[config.mk]
export PLATFORM = sky130hd
export DESIGN_NAME = des_key_schedule_flat
export DESIGN_NICKNAME = d
export VERILOG_FILES = /design/src/rtl/des_key_schedule_if.sv /design/src/rtl/des_key_schedule.sv /design/src/flat_wrapper.sv
export SDC_FILE = /design/constraint.sdc
export NUM_CORES = 1
export LEC_CHECK = 0
export BUFFER_PORTS_ARGS = -buffer_cell sky130_fd_sc_hd__buf_2
export CORE_UTILIZATION = 45
export CTS_CLUSTER_SIZE = 8
export DETAILED_ROUTE_END_ITERATION = 6
export PLACE_DENSITY = 0.72
export SLEW_MARGIN = 0
export SYNTH_ARGS = -nofsm -noshare
export SYNTH_HDL_FRONTEND = slang
export SYNTH_SLANG_ARGS = --single-unit
export TNS_END_PERCENT = 20
[constraint.sdc]
create_clock -name clk -period 2.3 [get_ports clk]
set_input_delay 0.23 -clock clk [delete_from_list [all_inputs] [get_ports clk]]
set_output_delay 0.23 -clock clk [all_outputs]
set_load 0.1 [all_outputs]
[src/rtl/des_key_schedule_if.sv]
// Handshake bundle for the DES key schedule: key load side and subkey stream side.
// Bit 0 of key/subkey is the leftmost (FIPS bit 1) bit, hence the ascending ranges.
interface des_key_schedule_if;
    logic [0:63] key;
    logic        decrypt;
    logic        load;
    logic        key_ready;
    logic        clear;
    logic [0:47] subkey;
    logic        subkey_valid;
    logic        subkey_ready;
    logic [3:0]  round;
    logic        done;
    logic        key_parity_err;

    modport master (
        output key, decrypt, load, clear, subkey_ready,
        input  key_ready, subkey, subkey_valid, round, done, key_parity_err
    );

    modport slave (
        input  key, decrypt, load, clear, subkey_ready,
        output key_ready, subkey, subkey_valid, round, done, key_parity_err
    );
endinterface

[src/rtl/des_key_schedule.sv]
// Sequential DES key schedule: streams K1..K16 (encrypt) or K16..K1 (decrypt).
// Optional key byte parity check enabled by defining DES_KS_PARITY_CHECK_EN.
module des_key_schedule (
    input  logic              clk,
    input  logic              reset_n,
    des_key_schedule_if.slave bus
);
    typedef enum logic {IDLE, RUN} state_t;

    // Zero-based permutation tables (FIPS entry minus one).
    localparam logic [5:0] PC1 [56] = '{
        6'd56, 6'd48, 6'd40, 6'd32, 6'd24, 6'd16, 6'd8,
        6'd0,  6'd57, 6'd49, 6'd41, 6'd33, 6'd25, 6'd17,
        6'd9,  6'd1,  6'd58, 6'd50, 6'd42, 6'd34, 6'd26,
        6'd18, 6'd10, 6'd2,  6'd59, 6'd51, 6'd43, 6'd35,
        6'd62, 6'd54, 6'd46, 6'd38, 6'd30, 6'd22, 6'd14,
        6'd6,  6'd61, 6'd53, 6'd45, 6'd37, 6'd29, 6'd21,
        6'd13, 6'd5,  6'd60, 6'd52, 6'd44, 6'd36, 6'd28,
        6'd20, 6'd12, 6'd4,  6'd27, 6'd19, 6'd11, 6'd3
    };
    localparam logic [5:0] PC2 [48] = '{
        6'd13, 6'd16, 6'd10, 6'd23, 6'd0,  6'd4,
        6'd2,  6'd27, 6'd14, 6'd5,  6'd20, 6'd9,
        6'd22, 6'd18, 6'd11, 6'd3,  6'd25, 6'd7,
        6'd15, 6'd6,  6'd26, 6'd19, 6'd12, 6'd1,
        6'd40, 6'd51, 6'd30, 6'd36, 6'd46, 6'd54,
        6'd29, 6'd39, 6'd50, 6'd44, 6'd32, 6'd47,
        6'd43, 6'd48, 6'd38, 6'd55, 6'd33, 6'd52,
        6'd45, 6'd41, 6'd49, 6'd35, 6'd28, 6'd31
    };

    function automatic logic [0:27] rotl(input logic [0:27] h, input logic two);
        return two ? {h[2:27], h[0:1]} : {h[1:27], h[0]};
    endfunction

    function automatic logic [0:27] rotr(input logic [0:27] h, input logic two);
        return two ? {h[26:27], h[0:25]} : {h[27], h[0:26]};
    endfunction

    state_t      state, state_n;
    logic [0:55] cd, cd_n, pc1_key;
    logic [3:0]  round, round_n;
    logic        dec, dec_n, done, done_n;
    logic [4:0]  sidx;
    logic        two;

    for (genvar i = 0; i < 56; i++) begin : g_pc1
        assign pc1_key[i] = bus.key[PC1[i]];
    end

    for (genvar i = 0; i < 48; i++) begin : g_pc2
        assign bus.subkey[i] = cd[PC2[i]];
    end

    // Schedule entry for the next subkey: K(round+2) going forward, undoing K(16-round) going back.
    assign sidx = dec ? (5'd16 - {1'b0, round}) : ({1'b0, round} + 5'd2);
    assign two  = !(sidx == 5'd1 || sidx == 5'd2 || sidx == 5'd9 || sidx == 5'd16);

    always_ff @(posedge clk or negedge reset_n) begin
        if (!reset_n) begin
            state <= IDLE;
            cd    <= '0;
            round <= '0;
            dec   <= 1'b0;
            done  <= 1'b0;
        end else begin
            state <= state_n;
            cd    <= cd_n;
            round <= round_n;
            dec   <= dec_n;
            done  <= done_n;
        end
    end

    always_comb begin
        state_n = state;
        cd_n    = cd;
        round_n = round;
        dec_n   = dec;
        done_n  = 1'b0;
        if (bus.clear) begin
            state_n = IDLE;
            round_n = '0;
        end else begin
            case (state)
                IDLE: if (bus.load) begin
                    dec_n   = bus.decrypt;
                    // Decrypt starts from C16/D16, which equal C0/D0 after a full 28-bit rotation.
                    cd_n    = bus.decrypt ? pc1_key
                                          : {rotl(pc1_key[0:27], 1'b0), rotl(pc1_key[28:55], 1'b0)};
                    state_n = RUN;
                    round_n = '0;
                end
                RUN: if (bus.subkey_ready) begin
                    if (round == 4'd15) begin
                        state_n = IDLE;
                        round_n = '0;
                        done_n  = 1'b1;
                    end else begin
                        round_n = round + 4'd1;
                        cd_n    = dec ? {rotr(cd[0:27], two), rotr(cd[28:55], two)}
                                      : {rotl(cd[0:27], two), rotl(cd[28:55], two)};
                    end
                end
                default: state_n = IDLE;
            endcase
        end
    end

    assign bus.key_ready    = (state == IDLE);
    assign bus.subkey_valid = (state == RUN);
    assign bus.round        = round;
    assign bus.done         = done;

`ifdef DES_KS_PARITY_CHECK_EN
    logic [7:0] byte_even;
    logic       par_err;

    for (genvar j = 0; j < 8; j++) begin : g_par
        assign byte_even[j] = ~^bus.key[8*j +: 8];
    end

    always_ff @(posedge clk or negedge reset_n) begin
        if (!reset_n)                          par_err <= 1'b0;
        else if (bus.clear)                    par_err <= 1'b0;
        else if (state == IDLE && bus.load)    par_err <= |byte_even;
    end

    assign bus.key_parity_err = par_err;
`else
    // Parity bits are dropped by PC-1; gathered here only so they are not flagged as dangling.
    logic [7:0] unused_par_bits;
    for (genvar j = 0; j < 8; j++) begin : g_par
        assign unused_par_bits[j] = bus.key[8*j + 7];
    end

    assign bus.key_parity_err = 1'b0;
`endif
endmodule

[src/flat_wrapper.sv]
// flat-port wrapper written by rule: the top's interface ports become plain ports
module des_key_schedule_flat 
  (clk, reset_n, bus_key, bus_decrypt, bus_load, bus_clear, bus_subkey_ready, bus_key_ready, bus_subkey, bus_subkey_valid, bus_round, bus_done, bus_key_parity_err);
  des_key_schedule_if bus_i ();
  input  logic clk;
  input  logic reset_n;
  input wire logic [$bits(bus_i.key)-1:0] bus_key;
  input wire logic [$bits(bus_i.decrypt)-1:0] bus_decrypt;
  input wire logic [$bits(bus_i.load)-1:0] bus_load;
  input wire logic [$bits(bus_i.clear)-1:0] bus_clear;
  input wire logic [$bits(bus_i.subkey_ready)-1:0] bus_subkey_ready;
  output wire logic [$bits(bus_i.key_ready)-1:0] bus_key_ready;
  output wire logic [$bits(bus_i.subkey)-1:0] bus_subkey;
  output wire logic [$bits(bus_i.subkey_valid)-1:0] bus_subkey_valid;
  output wire logic [$bits(bus_i.round)-1:0] bus_round;
  output wire logic [$bits(bus_i.done)-1:0] bus_done;
  output wire logic [$bits(bus_i.key_parity_err)-1:0] bus_key_parity_err;
  assign bus_i.key = bus_key;
  assign bus_i.decrypt = bus_decrypt;
  assign bus_i.load = bus_load;
  assign bus_i.clear = bus_clear;
  assign bus_i.subkey_ready = bus_subkey_ready;
  assign bus_key_ready = bus_i.key_ready;
  assign bus_subkey = bus_i.subkey;
  assign bus_subkey_valid = bus_i.subkey_valid;
  assign bus_round = bus_i.round;
  assign bus_done = bus_i.done;
  assign bus_key_parity_err = bus_i.key_parity_err;
  des_key_schedule u_core (.clk(clk), .reset_n(reset_n), .bus(bus_i));
endmodule
==> metrics.yaml <==
outcome: "complete, no violations"
mostFrequentLayoutCells: "buf_2, mux2i_1, nand2_1"
placed_area_mm2: 0.006010
relSlewSlack_pct: 65.27
max_cap_violations: 0
p_per_area_mw_per_mm2: 970.4
netlist.area_leader.share_pct: 27.87
cts_root_buf: "clkbuf_16"
yosys-top-cells-area: "dfrtp_1, mux2i_1, buf_4"
n_antenna_cell: 0
reg2reg_depth: 9
synth_ff_type: "dfrtp_1"
r2r-start: "u_core.bus.round[1]"
htree_levels: 3
synth.net_count: 714
avgSynthCellArea_um2: 8.839
dr.pass1.iters: 5
post-route-drc-count: 0
core-area_mm2: 0.01211
synth_cell_types: 50
gp_congestion: 0.8748
rsz0062_at_grt: "true"
grt_pass1_wl_um: 26520
final-hold-violation-count: 0
fin_nets: 767
grt_pass1_vias: 5048
ys_warn_count: 0
ir_drop_uv: 519.0
arrival_ps: 2450
mostFrequentLayoutCell: "buf_2"
crit_fanout: 14
start_util_pct: 46.70
dieHeight_um: 114.1
max_freq_mhz: 445.6
p_leak_nw: 3.027
synth_cells: 640
die-area_mm2: 0.01302
clk_path_buf_depth: 2
routed_wl_um: 16850
tritoncts: "done"
io_pins: 126
hp-start: "bus_clear"
ant_nets: 0
die_w_um: 114.1
start_kind: "flop"
synth.ff_latch_count: 63
finalPower_mw: 6.208
worst_hold_path_type: "primary input to flop"
grt_use_total_pct: 25.83
via_per_inst: 6.274
min_period_ps: 2244
grt_max_degree: 84
drtIter0Drc: 424
rows: 40
ys_async_sr_fraction_pct: 100.0
vias: 5433
yosysTopAreaCell: "dfrtp_1"
min_to: "u_core.bus.subkey_valid"
hold_depth: 2
required_ps: 2500
area_growth_pct: 13.09
end_kind: "flop"
skew_ps: 4.698
antenna_found_initial: 0
synth_edf_count: 0
fin_area_mm2: 0.006397
clock_latency_ps: 340
r2r_end: "u_core.cd[17]"
min_period_over_period_pct: 97.57
worst_pin_slew_ps: 520.9
finalSetupViolCount: 0
finalMaxSlewViolations: 0
ys_seq_area_share_pct: 27.87
syn_area_mm2: 0.005657
clk_pin_slew_ps: 60
dpl.hpwl_um: 11110
portBuffers: 116
criticalPathCategory: "flop to flop"
rrSetupSlack_ps: 60
drive_above_1_share_pct: 29.66
gr-total-overflow: 0
numCtsBuffers: 9
clock_sinks: 63
wl_per_cell_um: 19.46
[cells in the mapped netlist, types with 3 or more instances]
library cell / instances
a21oi_1: 32
a31oi_1: 15
a41oi_1: 11
and3_1: 3
buf_12: 4
buf_2: 25
buf_4: 54
buf_6: 10
clkbuf_1: 14
dfrtp_1: 63
ha_1: 4
inv_1: 3
mux2_2: 21
mux2i_1: 106
nand2_1: 64
nand3_1: 64
nand4_1: 17
nor2b_1: 3
nor3_1: 31
o211ai_1: 24
o21ai_0: 4
o221ai_1: 13
o22ai_1: 26
[state kept, by name, indices dropped and copies added (netlist names)]
signal                   cells
u_core.bus.round             4
u_core.cd                   56
u_core.bus.subkey_valid      1
u_core.bus.done              1
u_core.dec                   1
[per-layer routing]
| layer | up-vias | share of wire, % | GRT usage [%] | wire [um] |
|---|---|---|---|---|
| met3 | 27 | 9.4 | 4.711 | 1580 |
| met1 | 2615 | 43 | 36.88 | 7272 |
| met5 | - | 0 | 0 | 0 |
| met4 | 0 | 1.8 | 10.74 | 308 |
| met2 | 322 | 46 | 38.34 | 7694 |
| li1 | 2469 | - | - | - |
[cells by family (layout without fill, tap and decap cells)]
kind of cell	count (synthesis)	after routing	share of synthesized area, %
flops	63	63	27.87
buf+inv	115	173	14.47
simple gates	193	193	16.88
fa+ha+maj	4	4	0.8848
mux	128	128	23.14
other cells	1	1	0.06629
compound gates	134	134	16.26
xor+xnor	2	2	0.4425
[critical path, cell delays in order (launching register included)]
cell,delay (ps)
dfrtp_4,500
inv_1,80
ha_1,210
nor2b_1,120
o21ai_2,370
o211ai_4,190
buf_4,180
clkbuf_16,170
a31oi_1,170
o211ai_1,120
[report_power, final]
part | switching [mW] | internal (mW)
Clock | 0.541 | 0.725
Combinational | 2.39 | 0.746
Sequential | 0.443 | 1.36
[worst max path at each step]
stage,from,end,slack (ps)
2_1_floorplan,u_core.bus.round[3],u_core.cd[16],-20
3_3_place_gp,u_core.bus.round[1],u_core.cd[22],160
3_5_place_dp,u_core.bus.round[1],u_core.cd[37],50
4_1_cts,u_core.bus.round[1],u_core.cd[12],40
5_1_grt,u_core.bus.round[1],u_core.cd[40],-10
6_report,u_core.bus.round[1],u_core.cd[17],60
[what timing repair did]
| action | 4_1_cts | 5_1_grt |
|---|---|---|
| endpoints found under the setup margin | 0 | 19 |
| buffers inserted | 0 | 3 |
| endpoints found under the hold margin | 18 | 0 |
| resized for setup | 0 | 6 |
| hold buffers | 1 | 0 |
[stage by stage]
step	hold WS, ps	std cells	utilization [%]	setup TNS (ps)	worst slack, ps
floorplan	-65.59	640	-	-48.55	-17.14
global route	155.9	866	52.82	-18.57	-10.84
finish	142.5	866	52.82	0	55.86
detailed placement	229.0	844	49.62	0	50.06
global placement	212.7	844	49.62	0	162.4
CTS	137.4	861	51.90	0	35.87
[layout make-up]
type	count	area, um^2
Clock inverter	6	37.54
Sequential cell	63	1587
Timing Repair Buffer	153	1008
Multi-Input combinational cell	462	3311
Inverter	4	15.01
Clock buffer	10	229.0
Tap cell	168	210.2
Fill cell	1155	5714
No activity file was read; power rests on OpenSTA's default activity.
